$ cat src/rtl/sudoku_pkg.sv
// sudoku_pkg: shared grid dimensions, scheduler state encoding and one-hot value type.
`ifndef GRID_LEN
`define GRID_LEN 4
`endif
package sudoku_pkg;
    localparam int IDX_W = $clog2(`GRID_LEN);
    typedef logic [`GRID_LEN-1:0] onehot_t;
    typedef enum logic [2:0] {
        S_IDLE,
        S_LOAD,
        S_GRANT,
        S_WAIT,
        S_EXIT_F,
        S_EXIT_B
    } sched_state_e;
endpackage

$ cat src/rtl/prefix_or_mask.sv
// prefix_or_mask: OR of the one-hot values of every tile left of the active index.
module prefix_or_mask import sudoku_pkg::*; #(
    parameter int LEN = `GRID_LEN
) (
    input  logic [LEN*LEN-1:0]     tile_value,
    input  logic [$clog2(LEN)-1:0] idx,
    output logic [LEN-1:0]         mask
);
    localparam int IW = $clog2(LEN);
    always_comb begin
        mask = '0;
        for (int j = 0; j < LEN; j++)
            if (IW'(j) < idx) mask = mask | tile_value[j*LEN +: LEN];
    end
endmodule

$ cat src/rtl/row_turn_scheduler.sv
// row_turn_scheduler: walks the backtracking turn token across the tiles of one grid row.
module row_turn_scheduler import sudoku_pkg::*; #(
    parameter int LEN     = `GRID_LEN,
    parameter int TIMEOUT = 1024
) (
    input  logic                   clock,
    input  logic                   reset,
    input  logic                   start_fwd,
    input  logic                   start_bak,
    input  logic [LEN-1:0]         col_mask,
    input  logic [LEN*LEN-1:0]     tile_value,
    input  logic [LEN-1:0]         tile_passfwd,
    input  logic [LEN-1:0]         tile_passbak,
    output logic [LEN-1:0]         tile_myturn,
    output logic [LEN-1:0]         occupiedmask,
    output logic [$clog2(LEN)-1:0] cur_index,
    output logic                   row_passfwd,
    output logic                   row_passbak,
    output logic                   busy,
    output logic                   stall,
    output logic                   proto_err
);
    localparam int IW = $clog2(LEN);
    localparam int CW = $clog2(TIMEOUT + 1);
    sched_state_e r_state, w_next;
    logic [IW-1:0]  r_idx, w_idx_next;
    logic [LEN-1:0] r_mask, r_myturn, w_sel, w_pmask;
    logic [CW-1:0]  r_cnt;
    logic           r_pf, r_pb, r_stall, r_err;
    logic           w_fwd, w_bak, w_stray, w_err;
    prefix_or_mask #(.LEN(LEN)) u_prefix (
        .tile_value(tile_value),
        .idx       (r_idx),
        .mask      (w_pmask)
    );
    assign w_sel   = LEN'(1) << r_idx;
    assign w_fwd   = |(tile_passfwd & w_sel);
    assign w_bak   = |(tile_passbak & w_sel);
    assign w_stray = |((tile_passfwd | tile_passbak) & ~w_sel);
    assign w_err   = (r_state == S_IDLE ? (start_fwd & start_bak) : (start_fwd | start_bak))
                   | (r_state == S_WAIT & ((w_fwd & w_bak) | w_stray));
    always_comb begin
        w_next     = r_state;
        w_idx_next = r_idx;
        case (r_state)
            S_IDLE: begin
                if (start_bak) begin
                    w_next     = S_LOAD;
                    w_idx_next = IW'(LEN - 1);
                end else if (start_fwd) begin
                    w_next     = S_LOAD;
                    w_idx_next = '0;
                end
            end
            S_LOAD:  w_next = S_GRANT;
            S_GRANT: w_next = S_WAIT;
            S_WAIT: begin
                // backtrack wins when the active tile raises both passes
                if (w_bak) begin
                    w_next     = (r_idx == '0) ? S_EXIT_B : S_LOAD;
                    w_idx_next = (r_idx == '0) ? r_idx : r_idx - IW'(1);
                end else if (w_fwd) begin
                    w_next     = (r_idx == IW'(LEN - 1)) ? S_EXIT_F : S_LOAD;
                    w_idx_next = (r_idx == IW'(LEN - 1)) ? r_idx : r_idx + IW'(1);
                end
            end
            default: w_next = S_IDLE;
        endcase
    end
    always_ff @(posedge clock or posedge reset) begin
        if (reset) begin
            r_state  <= S_IDLE;
            r_idx    <= '0;
            r_mask   <= '0;
            r_myturn <= '0;
            r_cnt    <= '0;
            r_pf     <= 1'b0;
            r_pb     <= 1'b0;
            r_stall  <= 1'b0;
            r_err    <= 1'b0;
        end else begin
            r_state  <= w_next;
            r_idx    <= w_idx_next;
            r_mask   <= (r_state == S_LOAD) ? (col_mask | w_pmask) : r_mask;
            r_myturn <= (r_state == S_LOAD) ? w_sel : '0;
            r_pf     <= (r_state == S_EXIT_F);
            r_pb     <= (r_state == S_EXIT_B);
            r_cnt    <= (r_state == S_WAIT && w_next == S_WAIT)
                      ? ((r_cnt == CW'(TIMEOUT)) ? r_cnt : r_cnt + CW'(1)) : '0;
            r_stall  <= r_stall | (r_cnt == CW'(TIMEOUT));
            r_err    <= r_err | w_err;
        end
    end
    assign tile_myturn  = r_myturn;
    assign occupiedmask = r_mask;
    assign cur_index    = r_idx;
    assign row_passfwd  = r_pf;
    assign row_passbak  = r_pb;
    assign busy         = (r_state != S_IDLE);
    assign stall        = r_stall;
    assign proto_err    = r_err;
endmodule

$ cat config.mk
export PLATFORM = sky130hd
export DESIGN_NAME = row_turn_scheduler
export DESIGN_NICKNAME = d
export VERILOG_FILES = /design/src/rtl/sudoku_pkg.sv /design/src/rtl/prefix_or_mask.sv /design/src/rtl/row_turn_scheduler.sv
export SDC_FILE = /design/constraint.sdc
export NUM_CORES = 1
export LEC_CHECK = 0
export ABC_CLOCK_PERIOD_IN_PS = 4250
export BUFFER_PORTS_ARGS = -buffer_cell sky130_fd_sc_hd__buf_2
export CAP_MARGIN = 20
export CORE_MARGIN = 1.5
export CORE_UTILIZATION = 27
export DETAILED_ROUTE_END_ITERATION = 8
export SLEW_MARGIN = 20
export SYNTH_ARGS = -nofsm -noshare
export SYNTH_HDL_FRONTEND = slang
export SYNTH_SLANG_ARGS = --single-unit
export TNS_END_PERCENT = 100
$ cat constraint.sdc
create_clock -name clock -period 4.25 [get_ports clock]
set_clock_uncertainty 0.1 [all_clocks]
set_input_delay 0.425 -clock clock [delete_from_list [all_inputs] [get_ports clock]]
set_output_delay 0.425 -clock clock [all_outputs]
set_load 0.01 [all_outputs]
==> metrics.txt <==
R2R depth 5; Yosys top cell area share between 40 and 50%; RR Endpoint cur_index[1]; Die Wd between 70 and 80 µm; setup_tns 0 ps; routed wl met3 roughly 130 µm; #FFs+latches synth 28; Post-Syn Nets approximately 190; initial DRC count 14; largest net degree at the start of global routing 29; PD cells 571 nW/µm²; fin. max-slew vios 0; Post-CTS Setup Bufs 0; vias in the first global route about 1100; Setup Viol. Count Final 0; crit path capture cur_index[1]; Final min period 2200 ps; Core ar. about 5500 µm²; WL per Instance between 10 and 15 µm; met2 routed WL approximately 1400 µm; CTS buffer count 3; total of warnings raised by yosys 0; Total Die Area between 6000 and 7000 µm²; Post-synth EDFFs 0; Max Cap Viol 0; DR vias ~1200; io pins 47; Mapped Cells roughly 150; internal reg-to-reg setup slack around 2000 ps; global-route wire length before repair around 5200 µm; top cells by area, synth dfrtp_1 46%, ha_1 5.0%, nor2_1 5.0%, nand2_1 3.5%, xnor2_1 3.5%; Top FF cell, synth dfrtp_1; post-cts resize count 0; syn avg cell area around 10 µm²; Synth-to-Final Area Change 22.8%; mapped cell area between 1500 and 2000 µm²; gr ovfl total 0; Top Layer Used met4; critical path peak fanout 11; RD Place Congestion ~0.8; design area 1860 µm²; endpoint class of the critical path flop; outcome completed; Slew headroom just over 60%; drt drc 0; Worst VDD drop about 0.34 mV; startpoint types flop; most frequent cells in the layout 42 x buf_2, 28 x dfrtp_1, 20 x nor2_1; crit share post-route between 50% and 60%; Async S/R FF share, synth 100%; Worst-Margin Slew between 500 and 600 ps; Sink Count 28; Arr. time, crit path roughly 2300 ps; CTS Hold Bufs 0; Final #Nets 233; Die Y roughly 78 µm; post-route ant nets 0; antenna violations before repair 0; critical path class reg -> reg; post-synthesis sequential area ratio a little under half; CTS H-tree depth 1; n_diodes 0; hold crit path type in -> async; TritonCTS clock tree done; max frequency about 0.45 GHz; GRT Resource Usage Total between 10% and 20%; row count 27; TritonRoute pass-1 iters 4; number of fill cells 584; Port Buf Inserts 42; M1 wire length approximately 1500 µm; Clock transition at path regs ~100 ps; Hold Vio Cnt, Final 0; Routed WL slightly above 3000 µm; CP required roughly 4300 ps; share of layout cells above drive strength 1 between 30% and 40%; RSZ-0062 raised after global routing no; Worst-Skew Late Latency around 280 ps; CTS root buf clkbuf_8; Leak roughly 0.8 nW; Placed Area about 1800 µm²; largest area contributor in the netlist dfrtp_1; most common cell after layout, fill and taps aside buf_2; Post-DP HPWL 2330 µm; final core area utilization around a third; Total Power between 1 and 1.5 mW; Starting Density 27.7%; worst r2r src cur_index[0]; number of distinct library cells after synthesis between 40 and 50; Critical Path Start cur_index[0]; Clock Tree Buf Depth 2; vias per inst roughly 4.7
[synthesized netlist by cell type (2+ instances only)]
cell type and instances:
nor3b_1 2, nand4_1 2, a211oi_1 2, nor4_1 2
o21ai_0 2, xor2_1 5, dfrtp_1 28, o22ai_1 2
buf_6 2, inv_1 6, nor2_1 20, a221oi_1 4
a22oi_1 3, ha_1 6, or3_4 2, and2_1 5
nand3_1 5, nor3_1 2, a21oi_1 2, nor2_2 7
xnor2_1 6, a31oi_1 4, nand2_1 14
[worst min-delay path by stage]
stage / endpoint / slack (ps) / start / depth (start not counted)
after floorplan: cur_index[0] / 390 / reset / 1
after global placement: stall / 350 / stall / 1
after detailed placement: stall / 360 / stall / 1
after CTS: occupiedmask[0] / 280 / tile_value[4] / 3
after global routing: stall / 150 / reset / 2
final: tile_myturn[3] / 100 / reset / 2
[area by class of cell]
cell class	count	area [µm²]	share of cell area, %
inverters	6	22.5	1.21
repair buffers	43	218	11.7
clock buffers	3	41.3	2.22
multi-input cells	113	757	40.7
well taps	72	90.1	4.85
clock inverters	1	30.0	1.62
flip-flops and latches	28	701	37.7
[sequential cells by signal (all words and copies together), names as in the netlist]
name and flops:
stall 1, row_passbak 1, occupiedmask 4, r_cnt 11, proto_err 1, cur_index 2, row_passfwd 1, tile_myturn 4
r_state 3
[stage by stage]
step	hold WS [ps]	setup slack (ps)	std cells
6_report	95.9	2050	266
5_1_grt	151	1900	266
4_1_cts	283	2030	266
3_5_place_dp	358	2050	262
3_3_place_gp	353	2060	262
2_1_floorplan	390	2260	151
[worst max-delay path, stage by stage, from the launching register on]
cell and delay, ps:
dfrtp_1 440, ha_1 460, a22oi_2 190, and4bb_1 240
a211oi_2 320, mux2_1 350
[logic make-up (layout without fill, tap and decap cells)]
| family | count (synthesis) | count (layout) | synth area share (%) |
|---|---|---|---|
| AOI/OAI and AO/OA | 25 | 25 | 12.1 |
| xor gates and xnor gates | 11 | 11 | 6.36 |
| adders and majority gates | 7 | 7 | 5.62 |
| buffers and inverters | 10 | 53 | 3.72 |
| DFF | 28 | 28 | 46.3 |
| muxes | 2 | 2 | 1.40 |
| and+or+nand+nor | 68 | 68 | 24.5 |
[metal layers]
| metal | global-route usage, % | vias up |
|---|---|---|
| met2 | 17.0 | 33 |
| met5 | 0 | - |
| met1 | 14.8 | 597 |
| met4 | 2.18 | 0 |
| li1 | - | 614 |
| met3 | 1.76 | 3 |
[where the power goes]
group / internal [mW] / leakage (nW) / switching [mW]
clock network: 0.126 / 0.0357 / 0.0855
registers: 0.322 / 0.360 / 0.0594
logic: 0.204 / 0.428 / 0.265
total: 0.652 / 0.823 / 0.410
No activity file was read; power rests on OpenSTA's default activity.
